--- config.mk ---
export PLATFORM = sky130hd
export DESIGN_NAME = sram1rw_req_adapter
export DESIGN_NICKNAME = d
export VERILOG_FILES = /design/src/rtl/sram_adapter_pkg.sv /design/src/rtl/sram_resp_fifo.sv /design/src/rtl/sram1rw_req_adapter.sv
export SDC_FILE = /design/constraint.sdc
export NUM_CORES = 1
export LEC_CHECK = 0
export BUFFER_PORTS_ARGS = -buffer_cell sky130_fd_sc_hd__buf_2
export CAP_MARGIN = 20
export CELL_PAD_IN_SITES_DETAIL_PLACEMENT = 1
export CELL_PAD_IN_SITES_GLOBAL_PLACEMENT = 1
export CORE_MARGIN = 5
export CORE_UTILIZATION = 40
export CTS_CLUSTER_SIZE = 24
export DETAILED_ROUTE_END_ITERATION = 10
export HOLD_SLACK_MARGIN = 0.02
export PLACE_DENSITY_LB_ADDON = 0.1
export SKIP_CTS_REPAIR_TIMING = 1
export SLEW_MARGIN = 30
export SYNTH_ARGS = -nofsm -noshare
export SYNTH_HDL_FRONTEND = slang
export SYNTH_SLANG_ARGS = --single-unit
--- constraint.sdc ---
create_clock -name clock -period 3.71 [get_ports clock]
set_input_delay 0.5565 -clock clock [delete_from_list [all_inputs] [get_ports clock]]
set_output_delay 0.5565 -clock clock [all_outputs]
set_load 0.005 [all_outputs]
--- src/rtl/sram_adapter_pkg.sv ---
// Shared types for the 1RW SRAM request adapter.
// Control encodings are {csb, web, oeb}, all active low.
package sram_adapter_pkg;

   typedef enum logic {
      ST_INIT,
      ST_RUN
   } state_e;

   typedef struct packed {
      logic csb;
      logic web;
      logic oeb;
   } sram_ctrl_t;

   localparam sram_ctrl_t CTRL_IDLE = 3'b111;
   localparam sram_ctrl_t CTRL_RD   = 3'b010;
   localparam sram_ctrl_t CTRL_WR   = 3'b001;

endpackage

--- src/rtl/sram_resp_fifo.sv ---
// Small circular response FIFO holding SRAM read data.
// Credit accounting lives in the parent; this block only stores.
module sram_resp_fifo #(
   parameter int DATA_W     = 32,
   parameter int RESP_DEPTH = 2
) (
   input  logic                              clock,
   input  logic                              reset,
   input  logic                              push,
   input  logic [DATA_W-1:0]                 push_data,
   input  logic                              pop,
   output logic [DATA_W-1:0]                 pop_data,
   output logic [$clog2(RESP_DEPTH+1)-1:0]   count,
   output logic                              full,
   output logic                              empty
);

   localparam int CNT_W = $clog2(RESP_DEPTH+1);
   localparam int PTR_W = (RESP_DEPTH > 1) ? $clog2(RESP_DEPTH) : 1;
   localparam logic [PTR_W-1:0] LAST = PTR_W'(RESP_DEPTH-1);

   logic [DATA_W-1:0] mem [RESP_DEPTH];
   logic [PTR_W-1:0]  wr_ptr;
   logic [PTR_W-1:0]  rd_ptr;
   logic              do_pop;

   assign empty    = (count == '0);
   assign full     = (count == CNT_W'(RESP_DEPTH));
   assign do_pop   = pop && !empty;
   assign pop_data = mem[rd_ptr];

   always_ff @(posedge clock) begin
      if (push)
         mem[wr_ptr] <= push_data;
   end

   always_ff @(posedge clock or posedge reset) begin
      if (reset) begin
         wr_ptr <= '0;
         rd_ptr <= '0;
         count  <= '0;
      end else begin
         if (push)
            wr_ptr <= (wr_ptr == LAST) ? '0 : wr_ptr + 1'b1;
         if (do_pop)
            rd_ptr <= (rd_ptr == LAST) ? '0 : rd_ptr + 1'b1;
         count <= count + CNT_W'(push) - CNT_W'(do_pop);
      end
   end

endmodule

--- src/rtl/sram1rw_req_adapter.sv ---
// Valid/ready front end for a single-port 1RW SRAM macro, with a
// post-reset zero-fill sweep and a credit-limited response FIFO.
module sram1rw_req_adapter
   import sram_adapter_pkg::*;
#(
   parameter int ADDR_W     = 6,
   parameter int DATA_W     = 32,
   parameter int RESP_DEPTH = 2,
   parameter bit INIT_EN    = 1'b1
) (
   input  logic              clock,
   input  logic              reset,
   output logic              init_done,
   input  logic              req_valid,
   output logic              req_ready,
   input  logic              req_we,
   input  logic [ADDR_W-1:0] req_addr,
   input  logic [DATA_W-1:0] req_wdata,
   output logic              resp_valid,
   input  logic              resp_ready,
   output logic [DATA_W-1:0] resp_rdata,
   output logic              sram_ce,
   output logic [ADDR_W-1:0] sram_a,
   output logic [DATA_W-1:0] sram_i,
   output logic              sram_web,
   output logic              sram_oeb,
   output logic              sram_csb,
   input  logic [DATA_W-1:0] sram_o
);

   localparam int DEPTH = 2**ADDR_W;
   localparam int CNT_W = $clog2(RESP_DEPTH+1);

   state_e            state;
   state_e            state_nx;
   sram_ctrl_t        ctrl;
   logic [ADDR_W-1:0] init_cnt;
   logic [ADDR_W-1:0] a_q;
   logic [DATA_W-1:0] i_q;
   logic              rd_pend;
   logic [CNT_W-1:0]  fifo_count;
   logic              fifo_full;
   logic              fifo_empty;
   logic              pop;
   logic              hs;
   logic              rd_hs;
   logic [CNT_W:0]    used;

   assign sram_ce    = clock;
   assign resp_valid = !fifo_empty;
   assign pop        = resp_valid && resp_ready;

   // Outstanding reads = stored + one in the SRAM output register,
   // less whatever leaves this cycle.
   assign used = {1'b0, fifo_count} + (CNT_W+1)'(rd_pend)
               - (CNT_W+1)'(pop);

   assign req_ready = (state == ST_RUN) && init_done
                   && (used < (CNT_W+1)'(RESP_DEPTH));
   assign hs    = req_valid && req_ready;
   assign rd_hs = hs && !req_we;

   assign sram_csb = ctrl.csb;
   assign sram_web = ctrl.web;
   assign sram_oeb = ctrl.oeb;

   always_comb begin
      state_nx = state;
      ctrl     = CTRL_IDLE;
      sram_a   = a_q;
      sram_i   = i_q;
      unique case (state)
         ST_INIT: begin
            ctrl   = CTRL_WR;
            sram_a = init_cnt;
            sram_i = '0;
            if (init_cnt == ADDR_W'(DEPTH-1))
               state_nx = ST_RUN;
         end
         ST_RUN: begin
            if (hs) begin
               ctrl   = req_we ? CTRL_WR : CTRL_RD;
               sram_a = req_addr;
               if (req_we)
                  sram_i = req_wdata;
            end
         end
         default: ;
      endcase
      // The chip must be deselected while reset is held.
      if (reset)
         ctrl = CTRL_IDLE;
   end

   always_ff @(posedge clock or posedge reset) begin
      if (reset) begin
         state     <= INIT_EN ? ST_INIT : ST_RUN;
         init_done <= 1'b0;
         init_cnt  <= '0;
         a_q       <= '0;
         i_q       <= '0;
         rd_pend   <= 1'b0;
      end else begin
         state     <= state_nx;
         init_done <= (state_nx == ST_RUN);
         if (state == ST_INIT)
            init_cnt <= init_cnt + 1'b1;
         a_q     <= sram_a;
         i_q     <= sram_i;
         rd_pend <= rd_hs;
      end
   end

   sram_resp_fifo #(
      .DATA_W     (DATA_W),
      .RESP_DEPTH (RESP_DEPTH)
   ) u_fifo (
      .clock     (clock),
      .reset     (reset),
      .push      (rd_pend),
      .push_data (sram_o),
      .pop       (pop),
      .pop_data  (resp_rdata),
      .count     (fifo_count),
      .full      (fifo_full),
      .empty     (fifo_empty)
   );

   a_no_overflow: assert property (
      @(posedge clock) disable iff (reset)
      !(rd_pend && fifo_full && !pop)
   );

endmodule

==> results.md, run 1 <==
- Syn Inst Count: 325
- Routed wire length: 12,770 um
- Shortest period the worst path allows: 3.745 ns
- DP HPWL: 7566 um
- Crit Path Max Fanout: 5
- Port Buf Inserts: 151
- Fin util: 58.88%
- Commonest non-fill, non-tap cell in the layout: buf_2
- First-pass GRT wire length: 18,470 um
- Ranking of synthesized cells by area: edfxtp_1 (42%), dfrtp_1 (27%), mux2_2 (8.1%)
- Final Hold Viols: 0
- Maxcap violations: 0
- Clock transition at path regs: 0.06 ns
- Netlist cell types: 30
- DRC Markers: 0
- Worst Path Arrival: 3.19 ns
- R2R Setup Slk: 0.92 ns
- Final Cycle Share: 100.9%
- Initial Utilization: 40.46%
- Sequential cell area fraction in the yosys report: 68.97%
- Startpoint Class: register
- Post-layout worst setup margin: -0.03502 ns
- Async set or reset register ratio after synthesis: 43.86%
- Worst-skew pair later-pin latency: 0.51 ns
- Post-route insts no fill: 669
- Antenna violations before repair: 0
- Slowest-stage cell, CP: fa_2
- Failing checks: negative setup slack
- Synth Net Count: 404
- Post-Place Cells: 604
- Drt wl/cell: 19.09 um
- Die width: 117.2 um
- Final nets: 592
- Hold Startpoint: sram_o[28]
- Commonest cells after routing, fill and taps aside: buf_2 (151), edfxtp_1 (64), dfrtp_1 (50)
- Total iterations of the first detailed-routing run: 5
- WS Path Type: register to output port
- Via density: 5.173
- Die area: 0.01375 mm^2
- Req. time, crit path: 3.15 ns
- Slew Limit Fails: 0
- # IOs: 152
- Unrepaired setup endpoints after global routing: true
- Dominant cell type by area after synthesis: edfxtp_1
- Reg2reg end: a_q[4]
- Post-synth EDFFs: 64
- Fraction of layout cells with a size suffix above 1: 57.98%
- GRT overflow: 0
- Highest clock rate: 267.0 MHz
- Worst Hold Depth: 1
- FP Rows: 39
- HP Class: input pin to register
- Final Cell Area: 0.006694 mm^2
- CTS tree: yes
- Largest net degree at the start of global routing: 51
- CP Cell Sequence: or2_4 > and2_4 > ha_4 > inv_2 > ha_4 > inv_2 > fa_2 > xnor2_4 > buf_6 > and3_1 > a311o_1 > buf_2
- R2R cell count: 12
- Worst Clk Skew: 0.01181 ns
- Gpl congestion: 0.8075
- Synthesized flop and latch total: 114
- Cell Pwr Density: 659.3 mW/mm^2
- Die height: 117.2 um
- Core region area: 0.01137 mm^2
- N_diodes: 0
- VDD IR max: 424.5 uV
- CP peak stage delay: 0.48 ns
- Final ANT Viol Nets: 0
- WHS Endpoint: u_fifo.mem[1][28]
- Syn Std Cell Area: 0.004601 mm^2
- Initial drt markers: 185
- Yosys warns: 0
- Leak: 2.917 nW
- Synth Flop Type: edfxtp_1
- Status: complete, but fails checks
- Placed cell area: 0.005483 mm^2
- Total GRT Usage: 17.86%
- Share of the synthesized area in the top cell type: 41.77%
- Vias in the first global route: 3,598
- Final Total Pwr: 4.413 mW
- Crit path capture type: output port
- Vias: 3,461
- Number of setup violations in the final report: 12
- Syn Area/Cell: 14.16 um^2
- FF-to-FF Start: u_fifo.count[0]
- Worst slew margin: 45.99%
- Area Overhead vs Synth: 45.50%
- Least-Margin Pin Slew: 0.8101 ns
==> power breakdown <==
group          internal (mW)  switching [mW]
Combinational          0.664           0.649
Sequential              1.36         0.00942
Clock                   1.13           0.605
==> synth_stat cells (all sizes together), types with 2 or more instances <==
cell    instances
edfxtp         64
buf            22
xnor2           5
nand4          32
and3           10
nand3           2
a311o           6
nor2            2
and2            2
o21ai          34
dfrtp          50
nor2b           7
ha              3
mux2           33
xor2            3
nand2          35
clkbuf          4
inv             6
==> registers in the layout (all words and copies together), names as in the netlist <==
| register | cells |
|---|---|
| u_fifo.mem | 64 |
| i_q | 32 |
| a_q | 6 |
| init_cnt | 6 |
| u_fifo.count | 2 |
| rd_pend | 1 |
| state | 1 |
| u_fifo.rd_ptr | 1 |
| u_fifo.wr_ptr | 1 |
==> logic make-up after synthesis <==
logic type | after synthesis | share of synthesized area, %
adders and majority gates | 4 | 1.251
muxes | 33 | 8.077
xor gates and xnor gates | 8 | 1.686
buffers and inverters | 32 | 3.835
DFF | 114 | 68.97
AOI/OAI and AO/OA | 41 | 5.167
and+or+nand+nor | 93 | 11.01
==> per-layer routing <==
layer	vias up	wire [um]	global-route usage, %
li1	1587	-	-
met1	1724	5203	21.98
met2	136	6527	29.00
met3	14	880	6.581
met4	0	159	6.346
met5	-	0	0
==> worst max path at each step <==
stage          slack [ns]  cells after the start          to            start
6_report            -0.04                     12   sram_a[4]  u_fifo.count[0]
5_1_grt             -0.16                     12   sram_a[1]  u_fifo.count[0]
4_1_cts             -0.49                     11   sram_i[0]  u_fifo.count[1]
3_5_place_dp         0.05                     11  sram_i[21]  u_fifo.count[1]
3_3_place_gp         0.14                     11  sram_i[29]  u_fifo.count[1]
2_1_floorplan        0.39                     12   sram_a[4]  u_fifo.count[1]
==> critical path, delay by kind of cell (launching register included) <==
kind                     cells  cell delay (ns)
adder cells (fa/ha/maj)      3             0.83
XOR/XNOR                     1             0.20
flip-flops                   1             0.37
buffers and inverters        4             0.38
AND/OR/NAND/NOR              3             0.56
AO/OA/AOI/OAI                1             0.34
==> through the flow <==
step	worst slack, ns	hold WS (ns)	setup TNS (ns)
floorplan	0.3940	0.4531	0
global placement	0.1359	0.4593	0
detailed placement	0.05289	0.4877	0
CTS	-0.4862	0.2117	-16.85
global route	-0.1606	0.2094	-3.798
finish	-0.03502	0.2296	-0.2190
==> cell type report <==
cell class,count,area [um^2]
Fill cell,1180,4676
Clock buffer,22,509.2
Clock inverter,14,138.9
Sequential cell,114,3173
Timing Repair Buffer,186,1139
Inverter,6,22.52
Multi-Input combinational cell,184,1533
Tap cell,143,178.9
Note: power is estimated with default switching activity, not from simulation.
==> inputs of run 2 (changes only) <==
--- a/config.mk
+++ b/config.mk
@@ -10,13 +10,15 @@
 export CELL_PAD_IN_SITES_DETAIL_PLACEMENT = 1
 export CELL_PAD_IN_SITES_GLOBAL_PLACEMENT = 1
 export CORE_MARGIN = 5
-export CORE_UTILIZATION = 40
+export CORE_UTILIZATION = 41
 export CTS_CLUSTER_SIZE = 24
 export DETAILED_ROUTE_END_ITERATION = 10
 export HOLD_SLACK_MARGIN = 0.02
 export PLACE_DENSITY_LB_ADDON = 0.1
+export SETUP_SLACK_MARGIN = 0.1
 export SKIP_CTS_REPAIR_TIMING = 1
 export SLEW_MARGIN = 30
 export SYNTH_ARGS = -nofsm -noshare
 export SYNTH_HDL_FRONTEND = slang
+export SYNTH_HIERARCHICAL = 1
 export SYNTH_SLANG_ARGS = --single-unit
==> run 2 against run 1 <==
Compared with the run above:
- the run now ends clean
- synthesized cell count grew 4.9%
- via count is 0.17% higher
- clock skew fell by 0.0067 ns
- combinational power is 3% higher
- final area is 4.1% higher
- first-iteration DRC count increased by 14%
- largest power group unchanged
==> results.md, run 2 <==
- Crit path capture type: output port
- Final Cycle Share: 99.45% (-1.5 points)
- Worst Clk Skew: 0.005104 ns (-0.006710 ns)
- Reg2reg end: i_q[14]
- CP peak stage delay: 0.60 ns (+0.12 ns)
- Clock transition at path regs: 0.05 ns (about the same)
- FP Rows: 40 (+2.6%)
- Layout fillers: 1,219 (+3.3%)
- Synth Net Count: 421 (+4.2%)
- Final ANT Viol Nets: 0 (unchanged)
- Final nets: 599 (+1.2%)
- Die width: 119.6 um (+2.0%)
- Top Registers: u_fifo/mem x64, i_q x32
- Vias in the first global route: 3,825 (+6.3%)
- Area Overhead vs Synth: 41.48%
- Final Total Pwr: 4.539 mW (+2.8%)
- Syn Area/Cell: 14.45 um^2 (+2.0%)
- Hold Startpoint: sram_o[8]
- Least-Margin Pin Slew: 0.6101 ns (-0.2000 ns)
- Crit path max-delay family: adder cells
- Total GRT Usage: 17.20% (-0.66 points)
- CP Cell Sequence: nor2_2 > nor2b_2 > ha_1 > nand2b_4 > fa_2 > and4_4 > buf_6 > nand3_1 > a21boi_2 > buf_2
- R2R Setup Slk: 1.10 ns (+0.18 ns)
- Req. time, crit path: 3.15 ns (about the same)
- Die area: 0.01431 mm^2 (+4.1%)
- Total iterations of the first detailed-routing run: 4 (-1)
- Vias: 3,467 (+0.17%)
- Shortest period the worst path allows: 3.690 ns (-0.05537 ns)
- Largest net degree at the start of global routing: 47 (-7.8%)
- Unrepaired setup endpoints after global routing: true
- Commonest cells after routing, fill and taps aside: buf_2 (151), edfxtp_1 (64), dfrtp_1 (49)
- First-pass GRT wire length: 19,060 um (+3.2%)
- Drt wl/cell: 19.18 um (+0.50%)
- Post-layout worst setup margin: 0.02035 ns (+0.05537 ns)
- GRT overflow: 0 (unchanged)
- Number of setup violations in the final report: 0 (-12)
- Slew Limit Fails: 0 (unchanged)
- Routed wire length: 13,030 um (+2.0%)
- Crit Path Max Fanout: 8 (+3)
- Initial Utilization: 41.36% (+0.89 points)
- Port Buf Inserts: 151 (unchanged)
- R2R cell count: 11 (-1)
- HP Class: input pin to register
- Cell Pwr Density: 651.3 mW/mm^2 (-1.2%)
- Final Cell Area: 0.006969 mm^2 (+4.1%)
- Leak: 2.943 nW (+0.91%)
- Initial drt markers: 211 (+14%)
- Gpl congestion: 0.7438 (-7.9%)
- WHS Endpoint: u_fifo/mem[1][8]
- Fraction of layout cells with a size suffix above 1: 57.89% (-0.090 points)
- N_diodes: 0 (unchanged)
- # IOs: 152 (unchanged)
- WP buf/inv: 2 (-2)
- Startpoint Class: register
- Maxcap violations: 0 (unchanged)
- Yosys warns: 6 (+6)
- Slowest-stage cell, CP: fa_2
- VDD IR max: 306.3 uV (-28%)
- Placed cell area: 0.005822 mm^2 (+6.2%)
- DRC Markers: 0 (unchanged)
- Status: finished, final reports clean
- Register with the most flip-flops: u_fifo/mem
- Die height: 119.6 um (+2.0%)
- Syn Std Cell Area: 0.004926 mm^2 (+7.1%)
- Worst Path Arrival: 3.13 ns (-0.06 ns)
- Syn Inst Count: 341 (+4.9%)
- Fin util: 58.51% (-0.37 points)
- WS Path Type: register to output port
- FF-to-FF Start: u_fifo/count[0]
- Antenna violations before repair: 0 (unchanged)
- Highest clock rate: 271.0 MHz (+1.5%)
- Worst-skew pair later-pin latency: 0.52 ns (about the same)
- Place WS: 0.2459 ns (+0.1930 ns)
- Final Hold Viols: 0 (unchanged)
- CTS tree: yes
- Worst Hold Depth: 1 (unchanged)
- DP HPWL: 7789 um (+2.9%)
- Commonest non-fill, non-tap cell in the layout: buf_2
- Number of flip-flops under the largest register name: 64 (unchanged)
- Core region area: 0.01191 mm^2 (+4.8%)
- Via density: 5.106 (-1.3%)
- Worst slew margin: 59.33% (+13 points)
-- run 2: cell type report --
type | instances | area (um^2) | share of cell area (%)
multi-input cells | 194 | 1749 | 25.10
clock buffers | 21 | 505.5 | 7.253
inverters | 6 | 22.52 | 0.3232
clock inverters | 15 | 142.6 | 2.047
repair buffers | 182 | 1189 | 17.06
flip-flops and latches | 114 | 3177 | 45.58
well taps | 147 | 183.9 | 2.639
-- run 2: how the worst max path moves through the flow --
stage	startpoint	endpoint	slack [ns]	cells after the start
after floorplan	u_fifo/count[1]	sram_i[10]	0.76	10
after global placement	resp_ready	sram_i[4]	0.30	10
after detailed placement	resp_ready	sram_i[10]	0.25	10
after CTS	u_fifo/count[0]	sram_i[10]	-0.14	10
after global routing	u_fifo/count[0]	sram_i[21]	-0.1	10
final	u_fifo/count[0]	sram_i[21]	0.02	10
-- run 2: report_power, final --
| group | switching (mW) | internal (mW) |
|---|---|---|
| registers | 0.104 | 1.36 |
| logic | 0.645 | 0.707 |
| clock network | 0.599 | 1.12 |
-- run 2: through the flow --
stage,hold WS (ns),TNS [ns],instances
after floorplan,0.3226,0,341
after global routing,0.1977,-1.260,679
after CTS,-0.05231,-2.116,656
after global placement,0.4826,0,621
final,0.2241,0,679
after detailed placement,0.4922,0,621
-- run 2: metal layers --
metal / GRT usage [%] / share of wire (%) / up-vias / routed length (um)
met4: 7.659 / 2.1 / 0 / 277
met5: 0 / 0 / - / 0
met1: 18.75 / 41 / 1712 / 5298
met2: 29.41 / 51 / 117 / 6612
met3: 7.022 / 6.4 / 20 / 837
li1: - / - / 1618 / -
==> inputs of run 3 (changes only) <==
--- a/config.mk
+++ b/config.mk
@@ -14,6 +14,7 @@
 export CTS_CLUSTER_SIZE = 24
 export DETAILED_ROUTE_END_ITERATION = 10
 export HOLD_SLACK_MARGIN = 0.02
+export MAX_ROUTING_LAYER = met4
 export PLACE_DENSITY_LB_ADDON = 0.1
 export SETUP_SLACK_MARGIN = 0.1
 export SKIP_CTS_REPAIR_TIMING = 1
==> run 3 against run 2 <==
Compared with the run above:
- fmax up 0.30%
- die area unchanged
- critical path depth unchanged
- worst setup slack better by 0.011 ns
- non-clock buffer count down 1
- count of clock-buffer cells in the layout unchanged
==> results.md, run 3 (synthesis gave the netlist of run 2 again) <==
- Port Buf Inserts: 151 (unchanged)
- Vias in the first global route: 3,834 (+0.24%)
- Clock transition at path regs: 0.05 ns (about the same)
- Routed wire length: 13,000 um (-0.20%)
- Die height: 119.6 um (unchanged)
- Drt wl/cell: 19.17 um (about the same)
- Fraction of layout cells with a size suffix above 1: 56.69% (-1.2 points)
- Startpoint Class: register
- Largest net degree at the start of global routing: 47 (unchanged)
- Unrepaired setup endpoints after global routing: true
- DRC Markers: 0 (unchanged)
- Post-Place Cells: 621 (unchanged)
- Initial Utilization: 41.36% (unchanged)
- Worst slew margin: 58.94% (-0.39 points)
- Final Cell Area: 0.006932 mm^2 (-0.54%)
- NetSw: 1.339 mW (-0.69%)
- GRT overflow: 0 (unchanged)
- Post-route insts no fill: 678 (-0.15%)
- Area Overhead vs Synth: 40.72%
- Top Registers: u_fifo/mem x64, i_q x32
- Worst Path Arrival: 3.12 ns (about the same)
- N_diodes: 0 (unchanged)
- Gpl congestion: 0.7531 (+1.3%)
- Final ANT Viol Nets: 0 (unchanged)
- VDD IR max: 357.2 uV (+17%)
- Slew Limit Fails: 0 (unchanged)
- HP Class: input pin to register
- Crit Path Max Fanout: 8 (unchanged)
- CTS tree: yes
- First-pass GRT wire length: 19,010 um (-0.25%)
- Gate power share: 29.6% (-0.2 points)
- DP HPWL: 7789 um (unchanged)
- Vias: 3,457 (-0.29%)
- Worst-skew pair later-pin latency: 0.52 ns (about the same)
- Commonest non-fill, non-tap cell in the layout: buf_2
- Shortest period the worst path allows: 3.679 ns (-0.01102 ns)
- Die width: 119.6 um (unchanged)
- FP Rows: 40 (unchanged)
- Via density: 5.099 (-0.14%)
- # IOs: 152 (unchanged)
- Req. time, crit path: 3.15 ns (about the same)
- Core region area: 0.01191 mm^2 (unchanged)
- Cell Pwr Density: 653.4 mW/mm^2 (+0.32%)
- Number of flip-flops under the largest register name: 64 (unchanged)
- Highest clock rate: 271.8 MHz (+0.30%)
- Status: finished, final reports clean
- Crit path capture type: output port
- Fin util: 58.19% (-0.32 points)
- Final nets: 598 (-0.17%)
- Sw Ratio: 29.56% (-0.14 points)
- Least-Margin Pin Slew: 0.6159 ns (+0.005855 ns)
- Leak: 2.937 nW (-0.20%)
- CP peak stage delay: 0.60 ns (about the same)
- Worst Clk Skew: 0.007268 ns (+0.002164 ns)
- R2R cell count: 11 (unchanged)
- Clock share of power: 38.0% (about the same)
- Final Hold Viols: 0 (unchanged)
- Placed cell area: 0.005822 mm^2 (unchanged)
- Total iterations of the first detailed-routing run: 4 (unchanged)
- Worst hold slack: 0.2240 ns (-0.0001630 ns)
- Commonest cells after routing, fill and taps aside: buf_2 (151), edfxtp_1 (64), dfrtp_1 (49)
- Register with the most flip-flops: u_fifo/mem
- WS Path Type: register to output port
- Antenna violations before repair: 0 (unchanged)
- Number of setup violations in the final report: 0 (unchanged)
- Die area: 0.01431 mm^2 (unchanged)
- Int Power: 3.190 mW (about the same)
- Worst Hold Depth: 1 (unchanged)
- Final Cycle Share: 99.15% (-0.30 points)
- CP Cell Sequence: nor2_2 > nor2b_2 > ha_1 > nand2b_4 > fa_2 > and4_4 > buf_6 > nand3_1 > a21boi_2 > buf_2
- Total GRT Usage: 17.69% (+0.49 points)
- Maxcap violations: 0 (unchanged)
- Seq pwr share: 32.4% (about the same)
- Slowest-stage cell, CP: fa_2
- Initial drt markers: 197 (-6.6%)
- Setup TNS: 0 ns (unchanged)
run 3: power groups by stage:
| stage | clock network (mW) | registers (mW) | logic [mW] |
|---|---|---|---|
| 2_1_floorplan | 0.0175 | 1.40 | 0.822 |
| 3_3_place_gp | 0.0117 | 1.49 | 1.02 |
| 3_5_place_dp | 0.0117 | 1.50 | 1.02 |
| 4_1_cts | 1.76 | 1.47 | 1.03 |
| 5_1_grt | 1.83 | 1.48 | 1.43 |
| 6_report | 1.72 | 1.47 | 1.34 |
run 3: worst max-delay path: cells and delay by family, from the launching register on:
kind	cells	cell delay [ns]
compound gates	1	0.20
fa+ha+maj	2	0.87
buf+inv	2	0.31
flops	1	0.40
simple gates	5	0.80
run 3: routing by layer:
| layer | track usage (%) | share of wire (%) | vias to the layer above |
|---|---|---|---|
| met1 | 19.46 | 41 | 1703 |
| met5 | - | 0 | - |
| li1 | - | - | 1619 |
| met3 | 5.891 | 5.7 | 17 |
| met2 | 29.45 | 51 | 118 |
| met4 | 7.659 | 1.6 | 0 |
run 3: area by class of cell:
type                    instances  area (um^2)
clock buffers                  21        505.5
clock inverters                15        142.6
fillers                      1212         4980
inverters                       6        22.52
multi-input cells             194         1719
flip-flops and latches        114         3177
well taps                     147        183.9
repair buffers                181         1181
run 3: path summary, 6_finish.rpt:
| check | slack, ns | to | start |
|---|---|---|---|
| worst max-delay path | 0.03 | sram_i[31] | u_fifo/count[0] |
| worst min-delay path | 0.22 | u_fifo/mem[1][8] | sram_o[8] |
| worst max register to register | 1.11 | i_q[8] | u_fifo/count[0] |
| worst min register to register | 0.51 | init_cnt[2] | init_cnt[2] |
| max in group asynchronous | 2.48 | i_q[5] | reset |
| min in group asynchronous | 0.52 | u_fifo/rd_ptr | reset |
run 3: metrics by stage:
stage	power (mW)	worst slack, ns
2_1_floorplan	2.244	0.7636
4_1_cts	4.262	-0.1380
5_1_grt	4.740	-0.1048
6_report	4.529	0.03137
3_5_place_dp	2.533	0.2459
3_3_place_gp	2.522	0.3041
